$ cat config.mk
export PLATFORM = sky130hd
export DESIGN_NAME = jk_ubus_slave_responder
export DESIGN_NICKNAME = d
export VERILOG_FILES = /design/src/rtl/jk_ubus_slave_responder.sv
export SDC_FILE = /design/constraint.sdc
export NUM_CORES = 2
export LEC_CHECK = 0
export ABC_AREA = 1
export CAP_MARGIN = 30
export CORE_MARGIN = 5
export CORE_UTILIZATION = 55
export CTS_CLUSTER_SIZE = 14
export DETAILED_ROUTE_END_ITERATION = 7
export PLACE_DENSITY_LB_ADDON = 0.12
export SLEW_MARGIN = 0
export SYNTH_ARGS = -nofsm -noshare
export SYNTH_HDL_FRONTEND = slang
export SYNTH_SLANG_ARGS = --single-unit
$ cat constraint.sdc
create_clock -name clk -period 4.6 [get_ports clk]
set_input_delay 0.92 -clock clk [delete_from_list [all_inputs] [get_ports clk]]
set_output_delay 0.92 -clock clk [all_outputs]
set_load 0.05 [all_outputs]
$ cat src/rtl/jk_ubus_slave_responder.sv
// UBUS slave responder: byte-wide backing memory, programmable wait states,
// out-of-range error per beat and sticky bip/read-write protocol checking.
module jk_ubus_slave_responder #(
    parameter logic [15:0] BASE_ADDR   = 16'h0000,
    parameter int unsigned MEM_DEPTH   = 256,
    parameter int unsigned WAIT_CYCLES = 0
) (
    input  logic        clk,
    input  logic        reset,
    input  logic [15:0] addr,
    input  logic [1:0]  size,
    input  logic        read,
    input  logic        write,
    input  logic        bip,
    input  logic [7:0]  data_in,
    output logic [7:0]  data_out,
    output logic        data_oe,
    output logic        wait_state,
    output logic        error,
    output logic        protocol_err
);

    localparam int unsigned AW        = $clog2(MEM_DEPTH);
    localparam logic [16:0] LO_ADDR   = 17'(BASE_ADDR);
    localparam logic [16:0] DEPTH     = 17'(MEM_DEPTH);
    localparam bit          HAS_WAIT  = (WAIT_CYCLES > 0);
    localparam logic [2:0]  WAIT_LOAD = HAS_WAIT ? 3'(WAIT_CYCLES - 1) : 3'd0;

    localparam logic [1:0] S_IDLE = 2'd0;
    localparam logic [1:0] S_WAIT = 2'd1;
    localparam logic [1:0] S_DATA = 2'd2;

    logic [1:0]  state,    state_nxt;
    logic [2:0]  wait_cnt, wait_cnt_nxt;
    logic [2:0]  idx,      idx_nxt;
    logic [2:0]  last_idx, last_idx_nxt;
    logic [15:0] lat_addr, lat_addr_nxt;
    logic        lat_rd,   lat_rd_nxt;
    logic        perr_set;

    logic [7:0]  mem [MEM_DEPTH];

    // Address decode for the beat in progress (write path)
    logic [15:0] cur_ba;
    logic [16:0] cur_off;
    logic        cur_in;
    logic [AW-1:0] cur_mi;

    // Address decode for the beat about to start (read prefetch and output regs)
    logic [15:0] nxt_ba;
    logic [16:0] nxt_off;
    logic        nxt_in;
    logic [AW-1:0] nxt_mi;

    logic mem_we;

    always_comb begin
        cur_ba  = lat_addr + 16'(idx);
        cur_off = {1'b0, cur_ba} - LO_ADDR;
        cur_in  = (cur_off < DEPTH);
        cur_mi  = AW'(cur_off);

        nxt_ba  = lat_addr_nxt + 16'(idx_nxt);
        nxt_off = {1'b0, nxt_ba} - LO_ADDR;
        nxt_in  = (nxt_off < DEPTH);
        nxt_mi  = AW'(nxt_off);

        mem_we  = (state == S_DATA) && !lat_rd && cur_in && !reset;
    end

    // Next-state and counter logic
    always_comb begin
        state_nxt    = state;
        wait_cnt_nxt = wait_cnt;
        idx_nxt      = idx;
        last_idx_nxt = last_idx;
        lat_addr_nxt = lat_addr;
        lat_rd_nxt   = lat_rd;
        perr_set     = 1'b0;

        case (state)
            S_IDLE: begin
                if (read ^ write) begin
                    lat_addr_nxt = addr;
                    lat_rd_nxt   = read;
                    last_idx_nxt = 3'((4'd1 << size) - 4'd1);
                    idx_nxt      = 3'd0;
                    wait_cnt_nxt = WAIT_LOAD;
                    state_nxt    = HAS_WAIT ? S_WAIT : S_DATA;
                end else if (read && write) begin
                    perr_set = 1'b1;
                end
            end
            S_WAIT: begin
                if (wait_cnt == 3'd0) begin
                    state_nxt = S_DATA;
                end else begin
                    wait_cnt_nxt = wait_cnt - 3'd1;
                end
            end
            S_DATA: begin
                perr_set = (bip != (idx != last_idx));
                if (idx == last_idx) begin
                    state_nxt = S_IDLE;
                end else begin
                    idx_nxt      = idx + 3'd1;
                    wait_cnt_nxt = WAIT_LOAD;
                    state_nxt    = HAS_WAIT ? S_WAIT : S_DATA;
                end
            end
            default: state_nxt = S_IDLE;
        endcase
    end

    always_ff @(posedge clk) begin
        if (reset) begin
            state    <= S_IDLE;
            wait_cnt <= 3'd0;
            idx      <= 3'd0;
            last_idx <= 3'd0;
            lat_addr <= 16'h0000;
            lat_rd   <= 1'b0;
        end else begin
            state    <= state_nxt;
            wait_cnt <= wait_cnt_nxt;
            idx      <= idx_nxt;
            last_idx <= last_idx_nxt;
            lat_addr <= lat_addr_nxt;
            lat_rd   <= lat_rd_nxt;
        end
    end

    // Backing store is deliberately left uninitialised across reset
    always_ff @(posedge clk) begin
        if (mem_we) begin
            mem[cur_mi] <= data_in;
        end
    end

    // Outputs are registered from the upcoming state so they line up with the beat cycle
    always_ff @(posedge clk) begin
        if (reset) begin
            data_out     <= 8'h00;
            data_oe      <= 1'b0;
            wait_state   <= 1'b0;
            error        <= 1'b0;
            protocol_err <= 1'b0;
        end else begin
            wait_state <= (state_nxt == S_WAIT);
            data_oe    <= (state_nxt == S_DATA) && lat_rd_nxt;
            error      <= (state_nxt == S_DATA) && !nxt_in;
            data_out   <= ((state_nxt == S_DATA) && lat_rd_nxt && nxt_in) ? mem[nxt_mi] : 8'h00;
            if (perr_set) begin
                protocol_err <= 1'b1;
            end
        end
    end

endmodule

# --- Word-level counts from Yosys, hierarchy flattened ---
# Memory sizes are Yosys's and may differ from the RTL's. A register that Yosys moved wholly into a read port is not among the register bits.
# Index checks and enable logic that the tools add are counted.
word_totals:
  register_bits: 32
  mem_bits_rw: 2048
  inputBits: 31
  output_inout_bits: 12
  elab_cells: 67
  n_memories: 1
classes:
  add_sub_neg: 5
  order_cmp: 2
  n_eq_ne: 10
  shift: 1
  mux: 20
  bitwise: 2
  n_reduce_logical: 16
memory_table:
  columns: ["name", "depth", "word_bits", "read_ports", "rd_clocked_by_memory_dff", "wr", "line", "rtl"]
  rows:
  - ["mem", 256, 8, 1, 1, 1, "41", "logic [7:0] mem [MEM_DEPTH];"]
op_table:
  columns: ["op", "count"]
  rows:
  - ["$add A16 B3 Y16", 2]
  - ["$lt A16 B9 Y1 const B", 2]
  - ["$mux W16", 2]
  - ["$mux W3", 5]
  - ["$pmux W3 S3", 1]
  - ["$logic_and A1 B1 Y1", 7]
  - ["$mux W1", 6]
  - ["$mux W2", 3]
  - ["$ne A2 B2 Y1 const B", 3]
  - ["$pmux W2 S3", 1]
  - ["$pmux W3 S2", 1]
  - ["$sub A3 B1 Y3 const B", 2]
  - ["$eq A2 B1 Y1 const B", 2]
  - ["$eq A2 B2 Y1 const B", 2]
  - ["$reduce_and A4 Y1", 1]
  - ["$add A3 B1 Y3 const B", 1]
  - ["$eq A3 B3 Y1", 1]
  - ["$logic_not A1 Y1", 3]
  - ["$logic_not A3 Y1", 1]
  - ["$ne A3 B3 Y1", 1]
  - ["$reduce_bool A3 Y1", 1]
  - ["$shl A1 B2 Y3 const A", 1]
  - ["$logic_not A2 Y1", 1]
  - ["$pmux W1 S2", 1]
  - ["5 further kinds", 5]

# --- Longest topological paths before layout ---
logic_depth:
  ltp_word: 8
  mapped_depth: 24

# --- Worst setup path before layout ---
# Ideal clock, no wire load.
synth_timing:
  path_kind: "input port to flip-flop"
  from: "in read"
  to: "reg data_out[0] (read register of mem)"
  t_arrival_ns: 4.205
  required_time_ns: 4.529
  setup_slack_ns: 0.325
  path_stages: 20
  n_path_buf: 5
  path_cell_list: "ha_1 nand2_2 buf_2 clkbuf_1 o21ai_0 ha_1 fa_1 buf_2 clkbuf_1 clkbuf_1 nand3_1 nand3_1 nand2_1 nand2_1 nand3_1 nand2_1 nand2_1 nand3_1 nand3_1 a21oi_1"
synth_via:
  elab_chain_len: 8
  word_cells_on_any_way: 16
synth_rtl:
  columns: ["item", "line", "rtl"]
  rows:
  - ["start, declared", "12", "input logic read,"]
  - ["$xor A1 B1 Y1 (*)", "83", "if (read ^ write) begin"]
  - ["$mux W16 (*)", "83", null]
  - ["$mux W16 (*)", "81", "case (state)"]
  - ["net lat_addr_nxt[0]", "37", "logic [15:0] lat_addr, lat_addr_nxt;"]
  - ["$add A16 B3 Y16 (*)", "63", "nxt_ba = lat_addr_nxt + 16'(idx_nxt);"]
  - ["$lt A16 B9 Y1", "65", "nxt_in = (nxt_off < DEPTH);"]
  - ["$logic_and A1 B1 Y1", "152", "data_out <= ((state_nxt == S_DATA) && lat_rd_nxt && nxt_in) ? mem[nxt_mi] : 8'h00;"]
  - ["$not A1 Y1 (no source line)", null, null]
  - ["$reduce_or A2 Y1 (no source line)", null, null]
  - ["end, declared", "16", "output logic [7:0] data_out,"]
# Mark *: on every way through the listed nets, which the timed path passes. The rest lies on a longest branch.
# A chain may end at the register's enable or synchronous reset.

# --- Worst setup path after layout ---
layout_timing:
  from: "in read"
  to: "reg data_out[4] (read register of mem)"
layout_via:
  elab_chain_len: 8
  word_cells_on_any_way: 16
layout_rtl:
  columns: ["item", "line", "rtl"]
  rows:
  - ["$xor A1 B1 Y1 (*)", "83", null]
  - ["$mux W3 (*)", "83", null]
  - ["$pmux W3 S2 (*)", "81", null]
  - ["net idx_nxt[0]", "35", "logic [2:0] idx, idx_nxt;"]
  - ["$add A16 B3 Y16 (*)", "63", null]
  - ["$lt A16 B9 Y1", "65", null]
  - ["$logic_and A1 B1 Y1", "152", null]
  - ["$not A1 Y1 (no source line)", null, null]
  - ["$reduce_or A2 Y1 (no source line)", null, null]
# Marked as above.

==> run metrics <==
status=completed; Reg clk slew, reported paths=0.06 ns; slew margin rel.=32.60%; total power=48.25 mW; later-pin clock latency in the skew report=0.84 ns; Final Cycle Share=96.87%; initial antenna violation count=8; PortBufs=42; Vias=60.93k; EDFF count, synth=2048; area leader, netlist=edfxtp_1; critical path startpoint category=input port; sequential share of power=43.4%; Crit path required time=5.36 ns; Peak VDD IR=0.4837 mV; crit path capture type=flip-flop; achievable frequency=224.4 MHz; Cells after Synth=8261; die area=169000 um2; Num CTS Buffers=209; worst slack, placed=-0.6609 ns; Ys Warns=0; Slew @ Worst Pin=1.011 ns; Synthesized Nets=8304; # rows=147; fin nets=8428; max cap viols=0; Seq/Total Area, Yosys=70.40%; drt first pass iters=6; Root Buffer=clkbuf_16; I/O pins=43; initial drt markers=7570; total congestion overflow=0; Slew Viols, Final=0; WL final=246000 um; clock net sink count=2088; area grow syn2layout=13.90%; Synth Register Bits=2088; internal cell power=33.86 mW; DIE HEIGHT=411.1 um; post-synth cell types=39; synth top area cells=edfxtp_1, nand2_1, nor2_1, nand3_1, o21ai_0; placed cell area=93960 um2; CTS tree=done; dpl hpwl=150000 um; Synth Area per Inst=10.71 um2; Starting Density=55.24%; Synth top cells by count=edfxtp_1, nand2_1, nor2_1, nand3_1, inv_1; DIE WIDTH=411.1 um; async set-reset flop share out of synthesis=0%; P_leak=37.98 nW; largest net degree at the start of global routing=103; Clock Path Buffers=3; Final Setup Violations=0; power per cell area=478.7 nW/um2; Hold WC Path Type=flip-flop to flip-flop; post-layout instance area=100800 um2; Core Box Area=160200 um2; PnR worst setup slack=0.1438 ns; crit path time final=4.456 ns; Final Hold Viols=0; Post-route DRC=0; first-pass GRT wire length=366500 um; CP Max Fanout=58; DR WL/cell=22.92 um; Total GRT Usage=28.90%; Final Non-Filler Cells=10.73k; Via density=5.678; Clock Skew=0.03203 ns; synthesized area=88500 um2; top_reg_cell synth=edfxtp_1; H-tree levels=4; share of the synthesized area in the top cell type=69.49%; Comb pwr share=21.6%; top-count cell post-synth=edfxtp_1; gpl congestion=0.9051; Clock Power Share=35.0%; vias in the first global route=58.06k; post-route ant nets=0; RSZ-0062 raised after global routing=no; WS Path Type=input port to flip-flop; share of layout cells above drive strength 1=8.756%; Sw Ratio=29.83%; net load switching power=14.39 mW; Core Util, Final=62.92%; Crit path arrival time=5.22 ns; DP Cell Count=10.33k
[worst paths after layout]
check | start | depth (start not counted) | slack, ns | to
worst max-delay path | read | 21 | 0.14 | data_out[4]
worst min register to register | last_idx[0] | 2 | 0.48 | last_idx[0]
worst min-delay path | last_idx[0] | 2 | 0.48 | last_idx[0]
worst max register to register | idx[2] | 23 | 0.17 | data_out[4]
[metrics by stage]
stage               setup TNS [ns]  hold slack, ns
detailed placement          -4.494          0.4716
global placement            -4.130          0.4627
global route                     0          0.4969
floorplan                        0          0.4558
finish                           0          0.4810
CTS                              0          0.4818
[what timing repair did]
action | CTS | global route
setup buffers | 0 | 0
hold buffers | 0 | 0
endpoints found under the setup margin | 0 | 5
resized for setup | 0 | 6
[logic make-up (layout without fill, tap and decap cells)]
family / Yosys count / in the layout / synth area share, %
AND/OR/NAND/NOR: 4358 / 4358 / 20.28
flip-flops: 2088 / 2088 / 70.40
buffers and inverters: 1115 / 1420 / 4.981
AO/OA/AOI/OAI: 673 / 673 / 3.980
XOR/XNOR: 15 / 15 / 0.1739
adder cells (fa/ha/maj): 12 / 12 / 0.1866
other: 0 / 5 / 0
[flip-flops by register name (all words and copies together) (netlist names)]
register	flops
data_oe	1
data_out	8
error	1
idx	3
last_idx	3
lat_addr	16
lat_rd	1
mem	2048
protocol_err	1
state	2
wait_cnt	3
wait_state	1
[layout by cell type (no fill, tap or decap), types with 3 or more instances in the layout]
cell	count
clkinv_8	4
inv_2	9
a21oi_1	29
nand2_2	18
buf_8	8
or2_2	23
bufinv_16	18
xor2_1	7
inv_8	3
nor3_1	7
buf_16	3
clkinv_2	41
nor2_2	5
dfxtp_1	39
nand4_1	15
o21ai_0	581
buf_4	235
clkbuf_1	46
clkbuf_16	215
nand3_1	998
nand4_4	10
edfxtp_1	2048
diode_2	5
nor2_1	1461
xnor2_1	3
nand2_1	1810
clkbuf_8	7
clkinvlp_4	10
ha_1	9
buf_12	119
clkinv_1	46
o211ai_1	54
inv_1	616
clkdlybuf4s50_1	34
[critical path, cell delays in order]
cell and delay (ns):
clkdlybuf4s50_1 0.42, ha_1 0.34, nand2_2 0.12, nand2_1 0.08
o21ai_0 0.17, buf_4 0.16, ha_4 0.14, fa_4 0.71
inv_8 0.23, buf_12 0.29, o211ai_1 0.22, nand3_1 0.12
nand2_1 0.07, nand2_1 0.06, nand3_1 0.16, nand2_1 0.13
nand2_1 0.08, nand3_1 0.17, buf_4 0.15, nand3_1 0.18
a21oi_1 0.23
[power by group through the flow]
stage	clock network, mW	registers (mW)	logic, mW
2_1_floorplan	0	21.3	5.86
3_3_place_gp	0	21.3	10.2
3_5_place_dp	0	21.3	10.3
4_1_cts	17.1	20.9	10.3
5_1_grt	17.9	20.9	11.3
6_report	16.9	20.9	10.4
[final cells by class]
type / instances / area, um2
sequential: 2088 / 62300
fill: 12539 / 59400
multi-input combinational: 5058 / 21900
clock buffer: 267 / 5624
timing repair buffer: 401 / 4726
tap: 2160 / 2703
inverter: 627 / 2369
clock inverter: 125 / 1157
antenna: 5 / 12.51
[metal layers]
metal	share of wire [%]	track usage [%]	vias to the layer above
met5	0.0053	0	-
met4	3.2	9.233	2
met3	8.9	5.002	445
met2	46	45.44	2713
met1	42	41.57	29629
li1	-	-	28142
Power figures use the tool's default switching activity.
